==> src/rtl/contador_modn_cascada_pkg.sv <==
// Shared types and helpers for the cascadable modulo-BASE counter.
package contador_pkg;

  localparam int BASE_MIN   = 2;
  localparam int BASE_MAX   = 16;
  localparam int DIGITS_MAX = 8;

  typedef enum logic [1:0] {
    DIR_HOLD = 2'd0,
    DIR_UP   = 2'd1,
    DIR_DOWN = 2'd2
  } dir_t;

  // Ceiling log2, never less than 1 so a digit always has at least one bit.
  function automatic int clog2(input int v);
    int r;
    int x;
    r = 0;
    x = v - 1;
    while (x > 0) begin
      r++;
      x = x >> 1;
    end
    return (r < 1) ? 1 : r;
  endfunction

endpackage

==> src/rtl/contador_modn_cascada_digito.sv <==
// One modulo-BASE digit: load with sanitising, step up/down, wrap pulse.
// Down-count logic is only built when CONTADOR_DOWN_EN is defined.
module contador_digito
  import contador_pkg::*;
#(
  parameter  int BASE = 10,
  localparam int DW   = clog2(BASE)
) (
  input  logic          clk,
  input  logic          rst,
  input  logic          habilitar,
  input  dir_t          dir,
  input  logic          cargar,
  input  logic [DW-1:0] valor,
  output logic [DW-1:0] q,
  output logic          wrap,
  output logic          en_fin,
  output logic          invalido
);

  localparam logic [DW-1:0] LP_MAX  = DW'(BASE - 1);
  localparam logic [DW-1:0] LP_ONE  = DW'(1);
  localparam logic [DW-1:0] LP_ZERO = '0;

  logic [DW-1:0] r_q;
  logic          r_wrap;
  logic          r_inv;
  logic          w_bad;

  assign w_bad = (valor > LP_MAX);

  // Terminal value for the active direction; feeds the lookahead chain.
  always_comb begin
    en_fin = 1'b0;
    case (dir)
      DIR_UP:   en_fin = (r_q == LP_MAX);
`ifdef CONTADOR_DOWN_EN
      DIR_DOWN: en_fin = (r_q == LP_ZERO);
`endif
      default:  en_fin = 1'b0;
    endcase
  end

  // Digit register: reset, then load, then a step when this digit is enabled.
  always_ff @(posedge clk) begin
    if (rst) begin
      r_q    <= LP_ZERO;
      r_wrap <= 1'b0;
      r_inv  <= 1'b0;
    end else if (cargar) begin
      r_q    <= w_bad ? LP_ZERO : valor;
      r_wrap <= 1'b0;
      r_inv  <= w_bad;
    end else begin
      r_wrap <= 1'b0;
      r_inv  <= 1'b0;
      if (habilitar && dir == DIR_UP) begin
        r_q    <= en_fin ? LP_ZERO : (r_q + LP_ONE);
        r_wrap <= en_fin;
      end
`ifdef CONTADOR_DOWN_EN
      else if (habilitar && dir == DIR_DOWN) begin
        r_q    <= en_fin ? LP_MAX : (r_q - LP_ONE);
        r_wrap <= en_fin;
      end
`endif
    end
  end

  assign q        = r_q;
  assign wrap     = r_wrap;
  assign invalido = r_inv;

endmodule

==> src/rtl/contador_modn_cascada.sv <==
// Cascadable modulo-BASE counter of DIGITS digits with parallel load,
// per-digit carry/borrow pulses and a whole-chain wrap pulse.
// Optional feature macro: CONTADOR_DOWN_EN (enables decremento / borrow).
module contador_modn_cascada
  import contador_pkg::*;
#(
  parameter  int BASE   = 10,
  parameter  int DIGITS = 4,
  localparam int DW     = clog2(BASE)
) (
  input  logic                 clk,
  input  logic                 rst,
  input  logic                 incremento,
  input  logic                 decremento,
  input  logic                 cargar,
  input  logic [DIGITS*DW-1:0] valor_carga,
  output logic [DIGITS*DW-1:0] q,
  output logic [DIGITS-1:0]    acarreo,
  output logic                 contador_fin,
  output logic                 carga_invalida
);

  if (BASE < BASE_MIN || BASE > BASE_MAX) begin : g_bad_base
    $fatal(1, "contador_modn_cascada: BASE %0d out of range", BASE);
  end
  if (DIGITS < 1 || DIGITS > DIGITS_MAX) begin : g_bad_digits
    $fatal(1, "contador_modn_cascada: DIGITS %0d out of range", DIGITS);
  end

  dir_t              w_dir;
  logic [DIGITS-1:0] w_en;
  logic [DIGITS-1:0] w_fin;
  logic [DIGITS-1:0] w_inv;
  logic              r_fin;

  // Direction decode; without the down feature {1,x} counts up.
`ifdef CONTADOR_DOWN_EN
  always_comb begin
    w_dir = DIR_HOLD;
    case ({incremento, decremento})
      2'b10:   w_dir = DIR_UP;
      2'b01:   w_dir = DIR_DOWN;
      default: w_dir = DIR_HOLD;
    endcase
  end
`else
  logic w_unused_dec;
  assign w_unused_dec = decremento;

  always_comb begin
    w_dir = DIR_HOLD;
    if (incremento) w_dir = DIR_UP;
  end
`endif

  // Lookahead enables: a digit moves when every lower digit is terminal.
  always_comb begin
    w_en    = '0;
    w_en[0] = 1'b1;
    for (int k = 1; k < DIGITS; k++) begin
      w_en[k] = w_en[k-1] & w_fin[k-1];
    end
  end

  for (genvar k = 0; k < DIGITS; k++) begin : g_dig
    contador_digito #(.BASE(BASE)) u_dig (
      .clk      (clk),
      .rst      (rst),
      .habilitar(w_en[k]),
      .dir      (w_dir),
      .cargar   (cargar),
      .valor    (valor_carga[k*DW +: DW]),
      .q        (q[k*DW +: DW]),
      .wrap     (acarreo[k]),
      .en_fin   (w_fin[k]),
      .invalido (w_inv[k])
    );
  end

  // Whole-chain wrap: the top digit is enabled and terminal, so all wrap.
  always_ff @(posedge clk) begin
    if (rst || cargar) r_fin <= 1'b0;
    else               r_fin <= w_en[DIGITS-1] & w_fin[DIGITS-1];
  end

  assign contador_fin   = r_fin;
  assign carga_invalida = |w_inv;

endmodule

==> config.mk <==
export PLATFORM = sky130hd
export DESIGN_NAME = contador_modn_cascada
export DESIGN_NICKNAME = d
export VERILOG_FILES = /design/src/rtl/contador_modn_cascada_pkg.sv /design/src/rtl/contador_modn_cascada_digito.sv /design/src/rtl/contador_modn_cascada.sv
export SDC_FILE = /design/constraint.sdc
export NUM_CORES = 1
export LEC_CHECK = 0
export ABC_AREA = 1
export CORE_UTILIZATION = 35
export DETAILED_ROUTE_END_ITERATION = 16
export DONT_BUFFER_PORTS = 1
export GPL_ROUTABILITY_DRIVEN = 0
export PLACE_DENSITY = 0.59
export RECOVER_POWER = 100
export SYNTH_ARGS = -nofsm -noshare
export SYNTH_HDL_FRONTEND = slang
export SYNTH_SLANG_ARGS = --single-unit
==> constraint.sdc <==
create_clock -name clk -period 2.35 [get_ports clk]
set_input_delay 0.5875 -clock clk [delete_from_list [all_inputs] [get_ports clk]]
set_output_delay 0.5875 -clock clk [all_outputs]
set_load 0.03 [all_outputs]
* Word level (Yosys, flattened, before mapping)
Index checks and enable logic that the tools add are counted.
Cells by class: add/subtract/negate cells 4, equal/unequal tests 5, bitwise gates (word level) 8, $lt $le $gt $ge 4, multiplexer cells 21, reduce and logical (&&, ||, !) cells 14
Operators with widths (count):
- $mux W4 | 16
- $add A4 B1 Y4 const B | 4
- $eq A4 B4 Y1 const B | 4
- $gt A4 B4 Y1 const B | 4
- $reduce_or A3 Y1 | 4
- $reduce_bool A2 Y1 | 4
- $mux W1 | 5
- $not A1 Y1 | 5
- $reduce_or A4 Y1 | 1
- $and A1 B1 Y1 | 3
- $logic_and A1 B1 Y1 | 3
- $reduce_or A2 Y1 | 1
- $eq A1 B1 Y1 const B | 1
- $logic_or A1 B1 Y1 | 1
Storage, ports and cells: register bits 25, word-level logic and storage cells 69

* Logic depth before layout (Yosys ltp)
Gate-level depths: netlist of run 1.
depth after elaboration 8, mapped depth 9

* Hierarchy
From an unflattened synthesis of run 1, not the netlist that was laid out.
Second synthesis, totals: cells, all modules 265, area total of the unflattened synthesis 1610.3 um2
By module, submodules not included:
- contador_digito | times used 4, seq. area each 120.1 um2, area each 384.1 um2, cells an instance 63
- contador_modn_cascada | times used 1, seq. area each 20.0 um2, area each 73.8 um2, cells an instance 13

* Worst setup path after synthesis of run 1
OpenSTA, ideal clock, no wires.
kind reg2out, start point reg g_dig[1].u_dig.r_inv, end point out carga_invalida, setup slack 0.808 ns, cell stages (with the launch flop) 2, path buffers 0, data arrival time 0.954 ns, cell sequence dfxtp_1 -> or4_1
Between the ends: longest elaborated chain between the ends 1
RTL lines:
- start: declaration | line contador_modn_cascada_digito.sv:27 | logic r_inv;
- start signal: assignment | line contador_modn_cascada_digito.sv:53 | r_inv <= w_bad;
- $reduce_or A4 Y1 | line contador_modn_cascada.sv:87 | assign carga_invalida = |w_inv;
- end: declaration | line contador_modn_cascada.sv:20 | output logic carga_invalida
No other way between the ends.

* Worst setup path in the final report of run 1
start point reg g_dig[0].u_dig.r_q[0], end point reg g_dig[3].u_dig.r_q[3]
Between the ends: longest elaborated chain between the ends 6
RTL lines:
- start: declaration | line contador_modn_cascada_digito.sv:25 | logic [DW-1:0] r_q;
- start signal: assignment | line contador_modn_cascada_digito.sv:51 | r_q <= w_bad ? LP_ZERO : valor;
- start signal: assignment | line contador_modn_cascada_digito.sv:58 | r_q <= en_fin ? LP_ZERO : (r_q + LP_ONE);
- $eq A4 B4 Y1 | line contador_modn_cascada_digito.sv:36 | DIR_UP: en_fin = (r_q == LP_MAX);
- $mux W1 | line contador_modn_cascada_digito.sv:35 | case (dir)
- $and A1 B1 Y1 (2 in a row) | line contador_modn_cascada.sv:61 | w_en[k] = w_en[k-1] & w_fin[k-1];
- $logic_and A1 B1 Y1 | line contador_modn_cascada_digito.sv:57 | if (habilitar && dir == DIR_UP) begin
- $reduce_bool A2 Y1 (no line)
- end signal: assignment | line contador_modn_cascada_digito.sv:51
- end signal: assignment | line contador_modn_cascada_digito.sv:58
- end: declaration | line contador_modn_cascada_digito.sv:25
No other way between the ends. A chain may end at the register's enable or synchronous reset.

==> results of run 1 <==
-- logic make-up after synthesis --
| logic type | count (synthesis) | share of synthesized area (%) |
|---|---|---|
| AO/OA/AOI/OAI | 23 | 7.942 |
| XOR/XNOR | 4 | 2.269 |
| adder cells (fa/ha/maj) | 8 | 6.483 |
| buffers and inverters | 36 | 10.86 |
| flip-flops | 25 | 32.41 |
| AND/OR/NAND/NOR | 128 | 40.03 |
-- critical path, stage by stage (launching register included) --
cell	delay, ns
dfxtp_1	0.32
clkbuf_1	0.46
ha_1	0.28
nand2_1	0.13
nor2_8	0.15
nand2_1	0.17
nand2_4	0.15
nand2_4	0.07
nor2_1	0.10
nor2_1	0.05
-- final cells by class --
cell class,instances,area [um^2],area share [%]
Timing Repair Buffer,7,30.03,1.879
Clock inverter,1,7.507,0.4699
Sequential cell,25,500.5,31.32
Clock buffer,3,41.29,2.584
Tap cell,50,62.56,3.915
Multi-Input combinational cell,163,858.3,53.72
Inverter,26,97.59,6.108
-- synth_stat cells --
master    count
clkbuf_1      1
or2_1         1
nor2_8        1
o21ai_1       4
nor2_2        1
o21ai_0      14
nor3_1        1
nand3_2       1
nor2_1       39
nor4_1        2
nand3_1      30
or4_1         1
a21oi_1       1
xnor2_1       1
a31oi_1       3
buf_2         2
xor2_1        3
o21ai_2       1
inv_1        23
dfxtp_1      25
ha_1          8
buf_6         1
nand2_2       5
nand2_4       4
nand2_1      36
nor2_4        1
nand4_1       5
inv_2         3
buf_4         6
-- routing by layer --
metal	routed length, um	part of all wire [%]
met1	1601	45
met2	1663	47
met3	240	6.8
met4	46	1.3
met5	0	0
-- state kept, by name, summed over array words and instances, names as in the netlist --
register,flops
g_dig.u_dig.q,16
g_dig.u_dig.invalido,4
g_dig.u_dig.wrap,4
contador_fin,1
-- through the flow --
stage	total power (W)	instance area [um^2]	cells	utilization, %
after detailed placement	0.0006898	1589	271	38.61
final	0.0009445	1598	275	38.83
after global routing	0.0009938	1598	275	38.83
after global placement	0.0006868	1589	271	38.61
after CTS	0.0009674	1638	275	39.80
after floorplan	0.0006540	1544	224	-
-- placed cells by master, fill, tap and decap left out --
| master | Yosys | layout |
|---|---|---|
| xor2_1 | 3 | 3 |
| buf_4 | 6 | 1 |
| o21ai_1 | 4 | 3 |
| clkbuf_8 | 0 | 3 |
| o21ai_0 | 14 | 15 |
| dfxtp_1 | 25 | 25 |
| nor4_1 | 2 | 2 |
| clkinvlp_4 | 0 | 1 |
| a21oi_1 | 1 | 1 |
| nand3_1 | 30 | 30 |
| or4_1 | 1 | 1 |
| ha_1 | 8 | 8 |
| or2_1 | 1 | 1 |
| nor2_1 | 39 | 40 |
| xnor2_1 | 1 | 1 |
| nand2_2 | 5 | 5 |
| nor3_1 | 1 | 1 |
| nand2_1 | 36 | 38 |
| clkbuf_1 | 1 | 6 |
| nor2_4 | 1 | 1 |
| inv_2 | 3 | 3 |
| nor2_8 | 1 | 1 |
| inv_1 | 23 | 23 |
| nand3_2 | 1 | 1 |
| o21ai_2 | 1 | 1 |
| a31oi_1 | 3 | 3 |
| nand2_4 | 4 | 2 |
| nand4_1 | 5 | 5 |
-- path summary, 6_finish.rpt --
kind	from	endpoint	slack (ns)	cells after the start
min reg2reg	g_dig[2].u_dig.q[3]	g_dig[2].u_dig.q[3]	0.73	2
max	g_dig[0].u_dig.q[0]	g_dig[3].u_dig.q[3]	0.37	9
max reg2reg	g_dig[0].u_dig.q[0]	g_dig[3].u_dig.q[3]	0.37	9
min	rst	g_dig[1].u_dig.q[3]	0.36	1
-- power groups by stage --
stage | Combinational [W] | Clock [W] | Sequential [W]
3_5_place_dp | 0.000179 | 0 | 0.000511
6_report | 0.000169 | 0.000276 | 0.000500
4_1_cts | 0.000180 | 0.000287 | 0.000501
2_1_floorplan | 0.000129 | 0 | 0.000525
5_1_grt | 0.000194 | 0.000296 | 0.000504
3_3_place_gp | 0.000176 | 0 | 0.000510
==> run metrics, run 1 <==
status=finished, final reports clean; RSZ-0062 raised after global routing=no; Final ANT Viol Nets=0; Port Buffers=0; crit end category=flop; placeable core area=4115 um^2; Slew Limit Headroom=57.71%; final setup TNS=0 ns; Detail Placement HPWL=2711 um; fin nets=255; Place WS=0.7410 ns; Layout fillers=485; sequential share of power=52.9%; Worst Setup Start Kind=flop; P_sw=0.0003203 W; Slew @ Worst Pin=0.6343 ns; syn nets=253; Final Hold Fails=0; Crit Path Max Fanout=6; final WL=3552 um; Std-Cell Rows=23; vias=1372; Distinct cells, synth=29; Comb power frac=17.9%; Die W=68.42 um; met2 global-route usage=27.33%; WHS=0.3587 ns; register area share after synthesis=32.41%; Tmin final=1.983 ns; register bit total from synthesis=25; GRT overflow=0; die area=4681 um^2; clock root buffer master=clkbuf_8; Initial DRC Count=96; Clock Skew=0.001827 ns; max-cap violations=0; GRT Total Usage=16.56%; initial antenna violation count=0; largest net degree at the start of global routing=22; Num CTS Buffers=3; PostCTS Resize Cnt=0; Initial Utilization=37.52%; met1 Track Usage GR=20.38%; fraction of layout cells with a size suffix above 1=8.444%; Layout area overhead=3.484%; Worst IR Drop VDD=0.2192 mV; Internal=0.0006242 W; first-pass GRT wire length=5658 um; wire length per cell=12.92 um; busiest grt layer=met2; vias in the first global route=1258; critical path type=flop to flop; CTS tree=built; postcts setup bufs=0; top cells by area, synth=dfxtp_1 32%, nand3_1 9.7%, nor2_1 9.5%, nand2_1 8.8%, ha_1 6.5%; Gate Count Post-Synth=224; htree depth=1; cell area after synthesis=1544 um^2; maximum clock path buffer count=2; Ys Warns=0; ant diodes=0; Worst-Skew Late Latency=0.28 ns; final setup vio count=0; number of vias per cell=4.989; I/O Pins=43; P per Cell Area=591.2 nW/um^2; sw frac=33.91%; Worst-path clk slew=0.09 ns; leak pwr=0.7409 nW; met3 GRT Util=4.833%; final worst slack=0.3668 ns; clock share of power=29.2%; leading area contributor after synthesis=dfxtp_1; CP required=2.54 ns; die height=68.42 um; CP arrival=2.17 ns; DR DRC count=0; area share of the largest cell type after synthesis=32.41%; Final Max Tran Viols=0; worst hold path type=input port to flop; Sink Count=25; Post-CTS Hold Buffers=0; Mean Syn Cell Area=6.893 um^2; Final Cycle Share=84.39%; fmax=504.2 MHz; DR pass1 iterations=5
(Power assumes the default switching activity.)
==> run 2: changes to the inputs <==
==> constraint.sdc (replaced) <==
create_clock -name clk -period 1.89 [get_ports clk]
set_input_delay 0.4725 -clock clk [delete_from_list [all_inputs] [get_ports clk]]
set_output_delay 0.4725 -clock clk [all_outputs]
set_load 0.03 [all_outputs]
==> run 2 against run 1 <==
- die area unchanged
- total power increased by 24%
- non-clock buffer count up 10
- register-to-register slack worse by 0.13 ns
- worst setup slack worse by 0.22 ns
- core utilization is 0.91 points higher
- global-route usage decreased by 0.17 points
- largest power group unchanged
==> run metrics, run 2 (synthesis results as in run 1) <==
Layout fillers=455 (-6.2%); status=finished, final reports clean; Total Power=0.001171 W (+24%); crit end category=primary output; critical path's top delay family=simple AND/OR/NAND/NOR gates; Final Max Tran Viols=0 (unchanged); fin nets=265 (+3.9%); ant diodes=0 (unchanged); DR DRC count=0 (unchanged); cells along the critical path=or4_1; DR pass1 iterations=4 (-1); Comb power frac=22.2% (+4.3 points); Post-CTS Hold Buffers=0 (unchanged); CTS tree=built; Place WS=0.4495 ns (-0.2915 ns); Worst IR Drop VDD=0.2601 mV (+19%); clock share of power=28.1% (-1.1 points); largest net degree at the start of global routing=22 (unchanged); commonest non-fill, non-tap cell in the layout=nor2_1; vias in the first global route=1269 (+0.87%); final setup vio count=0 (unchanged); clock root buffer master=clkbuf_8; Port Buffers=0 (unchanged); first-pass GRT wire length=5609 um (-0.87%); Worst Setup Start Kind=flop; P_sw=0.0003885 W (+21%); RSZ-0062 raised after global routing=no; Detail Placement HPWL=2716 um (+0.19%); max-cap violations=0 (unchanged); critical path type=flop to primary output; sequential share of power=49.7% (-3.2 points); P per Cell Area=716.2 nW/um^2 (+21%); GRT overflow=0 (unchanged); I/O Pins=43 (unchanged); fraction of layout cells with a size suffix above 1=9.362% (+0.92 points); Slew Limit Headroom=59.47% (+1.8 points); die area=4681 um^2 (unchanged); Internal=0.0007827 W (+25%); Final ANT Viol Nets=0 (unchanged); wire length per cell=12.28 um (-4.9%); Tmin final=1.743 ns; Worst-Skew Late Latency=0.27 ns (about the same); final WL=3500 um (-1.5%); CP required=1.42 ns (-1.12 ns); maximum clock path buffer count=2 (unchanged); sw frac=33.17% (-0.74 points); die height=68.42 um (unchanged); number of vias per cell=5.014 (+0.50%); CP arrival=1.27 ns (-0.90 ns); postcts setup bufs=0 (unchanged); Die W=68.42 um (unchanged); htree depth=1 (unchanged); Slew @ Worst Pin=0.6080 ns (-0.02629 ns); Crit Path Max Fanout=1 (-5); Clock Skew=0.004621 ns (+0.002794 ns); final worst slack=0.1472 ns (-0.2196 ns); initial antenna violation count=0 (unchanged); most frequent cells in the layout=41 x nor2_1, 37 x nand2_1, 30 x nand3_1; placeable core area=4115 um^2 (unchanged); leak pwr=0.7658 nW (+3.3%); Final Hold Fails=0 (unchanged); Worst-path clk slew=0.09 ns (about the same); Initial DRC Count=78 (-19%); max reg flops=16 (unchanged); Sink Count=25 (unchanged); Initial Utilization=37.52% (unchanged); final core utilization=39.74% (+0.91 points); vias=1429 (+4.2%); GRT Total Usage=16.40% (-0.17 points); PostCTS Resize Cnt=0 (unchanged); Final Cycle Share=92.21%; max incr delay on CP=0.70 ns (+0.24 ns); Slowest cell on crit path=or4_1; Std-Cell Rows=23 (unchanged); worst hold path type=input port to flop; Layout area overhead=5.916%; final setup TNS=0 ns (unchanged); Buf+Inv Stages, Crit Path=0 (-1); Num CTS Buffers=3 (unchanged); fmax=573.8 MHz
[run 2: changes by cell type in the layout (fill, tap and decap cells not counted)]
cell and change:
clkinv_2 +1, clkinvlp_4 -1, o21ai_0 -1, o21ai_1 +1, nor2_8 -1, clkbuf_1 +7
nor2_1 +1, nand2_4 +1, buf_4 +3, nand2_1 -1
[run 2: per-stage QoR]
step / std cells / hold WS, ns / cell area (um^2)
2_1_floorplan: 224 / 0.5449 / 1544
3_3_place_gp: 281 / 0.5458 / 1664
3_5_place_dp: 281 / 0.5477 / 1664
4_1_cts: 285 / 0.2533 / 1710
5_1_grt: 285 / 0.2475 / 1635
6_report: 285 / 0.2548 / 1635
[run 2: path summary, 6_finish.rpt]
kind / start / endpoint / slack (ns) / depth (start not counted)
max: g_dig[1].u_dig.invalido / carga_invalida / 0.15 / 1
min: rst / g_dig[0].u_dig.q[3] / 0.25 / 1
max reg2reg: g_dig[0].u_dig.q[1] / g_dig[3].u_dig.q[2] / 0.24 / 9
min reg2reg: g_dig[2].u_dig.q[3] / g_dig[2].u_dig.q[3] / 0.58 / 2
[run 2: area by class of cell]
class	instances	area [um^2]	share of cell area [%]
multi-input combinational	163	849.6	51.95
sequential	25	500.5	30.60
inverter	26	97.59	5.968
timing repair buffer	17	78.83	4.820
tap	50	62.56	3.826
clock buffer	3	41.29	2.525
clock inverter	1	5.005	0.3060
[run 2: power groups by stage]
stage | clock network [W] | registers (W) | logic [W]
2_1_floorplan | 0 | 0.000652 | 0.000161
3_3_place_gp | 0 | 0.000595 | 0.000281
3_5_place_dp | 0 | 0.000596 | 0.000283
4_1_cts | 0.000341 | 0.000583 | 0.000283
5_1_grt | 0.000359 | 0.000587 | 0.000293
6_report | 0.000329 | 0.000582 | 0.000260
[run 2: per-layer routing]
layer	vias to the layer above	wire length, um	track usage, %
li1	746	-	-
met5	-	0	0
met3	7	242	4.000
met2	39	1544	25.86
met4	0	70	6.771
met1	637	1643	21.09
==> run 3: changes to the inputs <==
--- a/config.mk
+++ b/config.mk
@@ -9,7 +9,7 @@
 export CORE_UTILIZATION = 35
 export DETAILED_ROUTE_END_ITERATION = 16
 export DONT_BUFFER_PORTS = 1
-export GPL_ROUTABILITY_DRIVEN = 0
+export GPL_ROUTABILITY_DRIVEN = 1
 export PLACE_DENSITY = 0.59
 export RECOVER_POWER = 100
 export SYNTH_ARGS = -nofsm -noshare
==> results of run 3 <==
The final DEF is identical to that of run 2; final timing and power are the same.
==> variant 1 (config.mk and constraints of run 3) <==
Build with the macro `CONTADOR_DOWN_EN` defined.
--- a/src/rtl/contador_modn_cascada_digito.sv
+++ b/src/rtl/contador_modn_cascada_digito.sv
@@ -1,5 +1,7 @@
 // One modulo-BASE digit: load with sanitising, step up/down, wrap pulse.
 // Down-count logic is only built when CONTADOR_DOWN_EN is defined.
+`define CONTADOR_DOWN_EN
+
 module contador_digito
   import contador_pkg::*;
 #(
Check against the original RTL: not equivalent (a bounded check fails within 4 cycles, from zero or initial values and one cycle with rst high).
==> variant 1 against run 3 <==
Design area up 43%; sequential cell count unchanged; count of clock-buffer cells in the layout up 1; clock power up 2%; routed wire length up 46%; combinational power up 120%; synthesized area up 29%; worst setup slack better by 0.0015 ns; total power up 28%; largest power group unchanged.
==> variant 1: results (changes against run 3) <==
\begin{tabular}{lr}
\hline
Metric & Value \\
\hline
\multicolumn{2}{l}{\textbf{Synth}} \\
\quad Leading post-synthesis cells by cell area & sky130\_fd\_sc\_hd\_\_dfxtp\_1 (25\%), sky130\_fd\_sc\_hd\_\_nand2\_1 (11\%), sky130\_fd\_sc\_hd\_\_ha\_1 (11\%) \\
\quad Synth top cells by count & sky130\_fd\_sc\_hd\_\_nand2\_1 (58), sky130\_fd\_sc\_hd\_\_inv\_1 (42), sky130\_fd\_sc\_hd\_\_nor2\_1 (33) \\
\quad Synthesized-area fraction occupied by adder cells & 10.7\% (+4.2 points) \\
\quad Cell variety after synth & 31 (+6.9\%) \\
\quad Sequential share of the synthesized area & 25.1\% (-7.3 points) \\
\quad XOR/XNOR Fraction of Synth Area & 4.84\% (+2.6 points) \\
\multicolumn{2}{l}{\textbf{Routing}} \\
\quad Metal3 WL & 230 um (-5.0\%) \\
\quad Met1 Routed Length & 2.36 mm (+44\%) \\
\quad Routed vias/inst & 4.83 (-3.7\%) \\
\quad Total wirelength of the detailed-routed design & 5.10 mm (+46\%) \\
\quad Number of design-rule violations left by the first detailed-router iteration & 114 (+46\%) \\
\multicolumn{2}{l}{\textbf{GRT}} \\
\quad Via count of the first global-routing pass & 1943 (+53\%) \\
\quad Met1 Use GR & 22.6\% (+1.5 points) \\
\quad First-pass GRT wire length & 8.66 mm (+54\%) \\
\multicolumn{2}{l}{\textbf{Finish}} \\
\quad Clock Buffer Count & 4 (+1) \\
\quad Final net count & 375 (+42\%) \\
\quad Multi-input gate area & 0.00126 mm2 (+48\%) \\
\quad Non-Clock Buffer Count & 44 (+27) \\
\quad Inverters, non-clock & 45 (+73\%) \\
\quad Data-path buffer share of cell area in the final layout & 11.4\% (+6.6 points) \\
\quad Fraction of final layout cells sized beyond drive strength 1 & 13.7\% (+4.3 points) \\
\quad Number of filler cells placed in the layout & 602 (+32\%) \\
\multicolumn{2}{l}{\textbf{Worst setup path}} \\
\quad Cells on worst reg2reg path & 7 (-2) \\
\quad Endpoint of the lowest-slack register-to-register path & g\_dig[2].u\_dig.q[2]\$\_SDFFE\_PP0P\_ \\
\multicolumn{2}{l}{\textbf{Outcome}} \\
\quad Status & finished, final reports clean \\
\multicolumn{2}{l}{\textbf{STA}} \\
\quad Worst hold slack & 0.252 ns (-0.00266 ns) \\
\quad Relative max-transition margin & 55.4\% (-4.1 points) \\
\multicolumn{2}{l}{\textbf{Power}} \\
\quad P\_clk & 0.334 mW (+2\%) \\
\quad Fraction of power spent switching nets & 38.8\% (+5.6 points) \\
\hline
\end{tabular}
-- variant 1: cell count changes in the layout (fill, tap and decap cells not counted), moves of 4 or more --
| cell | run 3 | this run |
|---|---|---|
| sky130_fd_sc_hd__inv_1 | 23 | 41 |
| sky130_fd_sc_hd__nand2_1 | 37 | 58 |
| sky130_fd_sc_hd__o21ai_0 | 14 | 18 |
| sky130_fd_sc_hd__nor2_1 | 41 | 33 |
| sky130_fd_sc_hd__ha_1 | 8 | 17 |
| sky130_fd_sc_hd__a21oi_1 | 1 | 15 |
| sky130_fd_sc_hd__xor2_1 | 3 | 9 |
| sky130_fd_sc_hd__buf_4 | 4 | 26 |
| sky130_fd_sc_hd__clkbuf_1 | 13 | 18 |
-- variant 1: metrics by stage --
stage / setup WS, ns / area (um2)
final: 0.149 / 2330
after CTS: 0.137 / 2390
after floorplan: 0.0620 / 1990
after global routing: 0.00130 / 2330
after detailed placement: -0.0740 / 2350
after global placement: -0.0455 / 2350
==> variant 2 (settings of run 3) <==
Made on the original files. Add an input register stage for `cargar` and `valor_carga`; this delays them by one clock. The other inputs are not delayed to match.
--- a/src/rtl/contador_modn_cascada.sv
+++ b/src/rtl/contador_modn_cascada.sv
@@ -19,6 +19,14 @@
   output logic                 contador_fin,
   output logic                 carga_invalida
 );
+
+  logic cargar_q;
+  logic [DIGITS*DW-1:0] valor_carga_q;
+
+  always_ff @(posedge clk) begin
+    cargar_q      <= cargar;
+    valor_carga_q <= valor_carga;
+  end
 
   if (BASE < BASE_MIN || BASE > BASE_MAX) begin : g_bad_base
     $fatal(1, "contador_modn_cascada: BASE %0d out of range", BASE);
@@ -68,8 +76,8 @@
       .rst      (rst),
       .habilitar(w_en[k]),
       .dir      (w_dir),
-      .cargar   (cargar),
-      .valor    (valor_carga[k*DW +: DW]),
+      .cargar   (cargar_q),
+      .valor    (valor_carga_q[k*DW +: DW]),
       .q        (q[k*DW +: DW]),
       .wrap     (acarreo[k]),
       .en_fin   (w_fin[k]),
@@ -79,7 +87,7 @@
 
   // Whole-chain wrap: the top digit is enabled and terminal, so all wrap.
   always_ff @(posedge clk) begin
-    if (rst || cargar) r_fin <= 1'b0;
+    if (rst || cargar_q) r_fin <= 1'b0;
     else               r_fin <= w_en[DIGITS-1] & w_fin[DIGITS-1];
   end
 
Check against the original RTL: not equivalent (a bounded check fails within 4 cycles, from zero or initial values and one cycle with rst high).
==> variant 2 against run 3 <==
Design area up 24%; routed wire length up 7.8%; total power up 64%; critical path depth unchanged; sequential cell count up 17; synthesized area up 21%; worst setup slack worse by 0.033 ns; clock skew up 0.0015 ns; critical endpoint unchanged.
==> variant 2: results (changes against run 3) <==
\begin{tabular}{lr}
\hline
Metric & Value \\
\hline
\multicolumn{2}{l}{\textbf{Outcome}} \\
\quad Status & finished, final reports clean \\
\multicolumn{2}{l}{\textbf{GRT}} \\
\quad Via count of the first global-routing pass & 1388 (+9.4\%) \\
\quad First-pass GRT wire length & 6.19 mm (+10\%) \\
\quad Total track usage & 15.1\% (-1.3 points) \\
\multicolumn{2}{l}{\textbf{Synth}} \\
\quad Leading post-synthesis cells by cell area & sky130\_fd\_sc\_hd\_\_dfxtp\_1 (45\%), sky130\_fd\_sc\_hd\_\_nand2\_1 (9.0\%), sky130\_fd\_sc\_hd\_\_nor2\_1 (8.2\%) \\
\quad Cell variety after synth & 25 (-14\%) \\
\quad Sequential share of the synthesized area & 44.9\% (+13 points) \\
\quad Post-synthesis instance total & 247 (+10\%) \\
\quad Synth top cells by count & sky130\_fd\_sc\_hd\_\_nand2\_1 (45), sky130\_fd\_sc\_hd\_\_dfxtp\_1 (42), sky130\_fd\_sc\_hd\_\_nor2\_1 (41) \\
\multicolumn{2}{l}{\textbf{Worst setup path}} \\
\quad Worst r2r src & g\_dig[2].u\_dig.q[3]\$\_SDFFE\_PP0P\_ \\
\quad Stage delay of the slowest cell on the critical path & 0.71 ns \\
\quad Cells on worst reg2reg path & 6 (-3) \\
\quad Endpoint of the lowest-slack register-to-register path & g\_dig[3].u\_dig.q[3]\$\_SDFFE\_PP0P\_ \\
\quad Arrival time worst endpoint & 1.30 ns (+0.03 ns) \\
\multicolumn{2}{l}{\textbf{Finish}} \\
\quad Fraction of final layout cells sized beyond drive strength 1 & 5.81\% (-3.5 points) \\
\quad Final instance count without filler cells & 328 (+15\%) \\
\quad Final net count & 286 (+7.9\%) \\
\multicolumn{2}{l}{\textbf{Clock tree}} \\
\quad Number of buffers inserted during clock tree synthesis & 5 (+2) \\
\quad Clock latency on the worst-skew pair & 0.30 ns (+0.03 ns) \\
\quad H-tree Lvls & 2 (+1) \\
\multicolumn{2}{l}{\textbf{Place}} \\
\quad Routability congestion estimate & 0.760 (-4.7\%) \\
\quad Count of placed standard cells including taps & 320 (+14\%) \\
\quad Half-perimeter wire length after placement & 2.84 mm (+4.5\%) \\
\multicolumn{2}{l}{\textbf{STA}} \\
\quad Final worst clock skew & 0.00612 ns (+0.00150 ns) \\
\quad Least-Margin Pin Slew & 0.606 ns (-0.00173 ns) \\
\multicolumn{2}{l}{\textbf{Power}} \\
\quad Peak VDD IR & 0.000366 V (+41\%) \\
\multicolumn{2}{l}{\textbf{Routing}} \\
\quad Routed vias/inst & 4.72 (-5.9\%) \\
\quad Number of design-rule violations left by the first detailed-router iteration & 43 (-45\%) \\
\hline
\end{tabular}
[variant 2: cell types whose count changed after synthesis, sizes merged]
cell | run 3 | this run
dfxtp | 25 | 42
nand2 | 45 | 51
o21ai | 19 | 15
buf | 9 | 10
nand3 | 31 | 32
nor2 | 42 | 43
nor3 | 1 | 2
nor4 | 2 | 3
xnor2 | 1 | 0
[variant 2: cells by family after synthesis]
group | count (synthesis) | share of synthesized area (%)
DFF | 42 | 44.9
AOI/OAI and AO/OA | 19 | 5.28
buffers and inverters | 37 | 9.29
adders and majority gates | 8 | 5.35
and+or+nand+nor | 138 | 33.8
xor gates and xnor gates | 3 | 1.40
[variant 2: layer usage]
| layer | vias to the layer above | wire length [um] | track usage [%] |
|---|---|---|---|
| met3 | 10 | 208 | 4.28 |
| met1 | 696 | 1760 | 18.9 |
| met5 | - | 0 | 0 |
| met2 | 38 | 1720 | 23.7 |
| li1 | 803 | - | - |
| met4 | 0 | 85 | 7.41 |
[variant 2: layout make-up]
type,instances,area (um2)
Tap cell,70,87.6
Inverter,26,97.6
Clock buffer,5,68.8
Multi-Input combinational cell,168,842
Timing Repair Buffer,14,53.8
Fill cell,582,3110
Clock inverter,3,40.0
Sequential cell,42,841
[variant 2: report_power, final]
group	switching, mW	total (mW)	internal [mW]
Sequential	0.0414	0.974	0.933
Clock	0.307	0.695	0.389
Combinational	0.178	0.248	0.0703
Total	0.526	1.92	1.39
[variant 2: worst min-delay path by stage]
stage / startpoint / end / slack [ns] / cells after the start
after floorplan: valor_carga_q[0]$_DFF_P_ / g_dig[0].u_dig.q[0]$_SDFFE_PP0P_ / 0.46 / 2
final: valor_carga[14] / valor_carga_q[14]$_DFF_P_ / 0.19 / 0
after global routing: valor_carga[7] / valor_carga_q[7]$_DFF_P_ / 0.18 / 0
after CTS: valor_carga[14] / valor_carga_q[14]$_DFF_P_ / 0.19 / 0
after detailed placement: valor_carga_q[1]$_DFF_P_ / g_dig[0].u_dig.q[1]$_SDFFE_PP0P_ / 0.49 / 2
after global placement: valor_carga_q[0]$_DFF_P_ / g_dig[0].u_dig.q[0]$_SDFFE_PP0P_ / 0.48 / 2
[variant 2: metrics by stage]
step / setup WS (ns) / cell area [um2] / utilization [%] / power, mW / hold slack (ns)
floorplan: 0.427 / 1870 / - / 1.20 / 0.462
global placement: 0.432 / 1990 / 38.7 / 1.26 / 0.477
detailed placement: 0.431 / 1990 / 38.7 / 1.27 / 0.487
CTS: 0.102 / 2100 / 40.8 / 1.96 / 0.185
global route: 0.0703 / 2030 / 39.5 / 2.01 / 0.180
finish: 0.114 / 2030 / 39.5 / 1.92 / 0.192
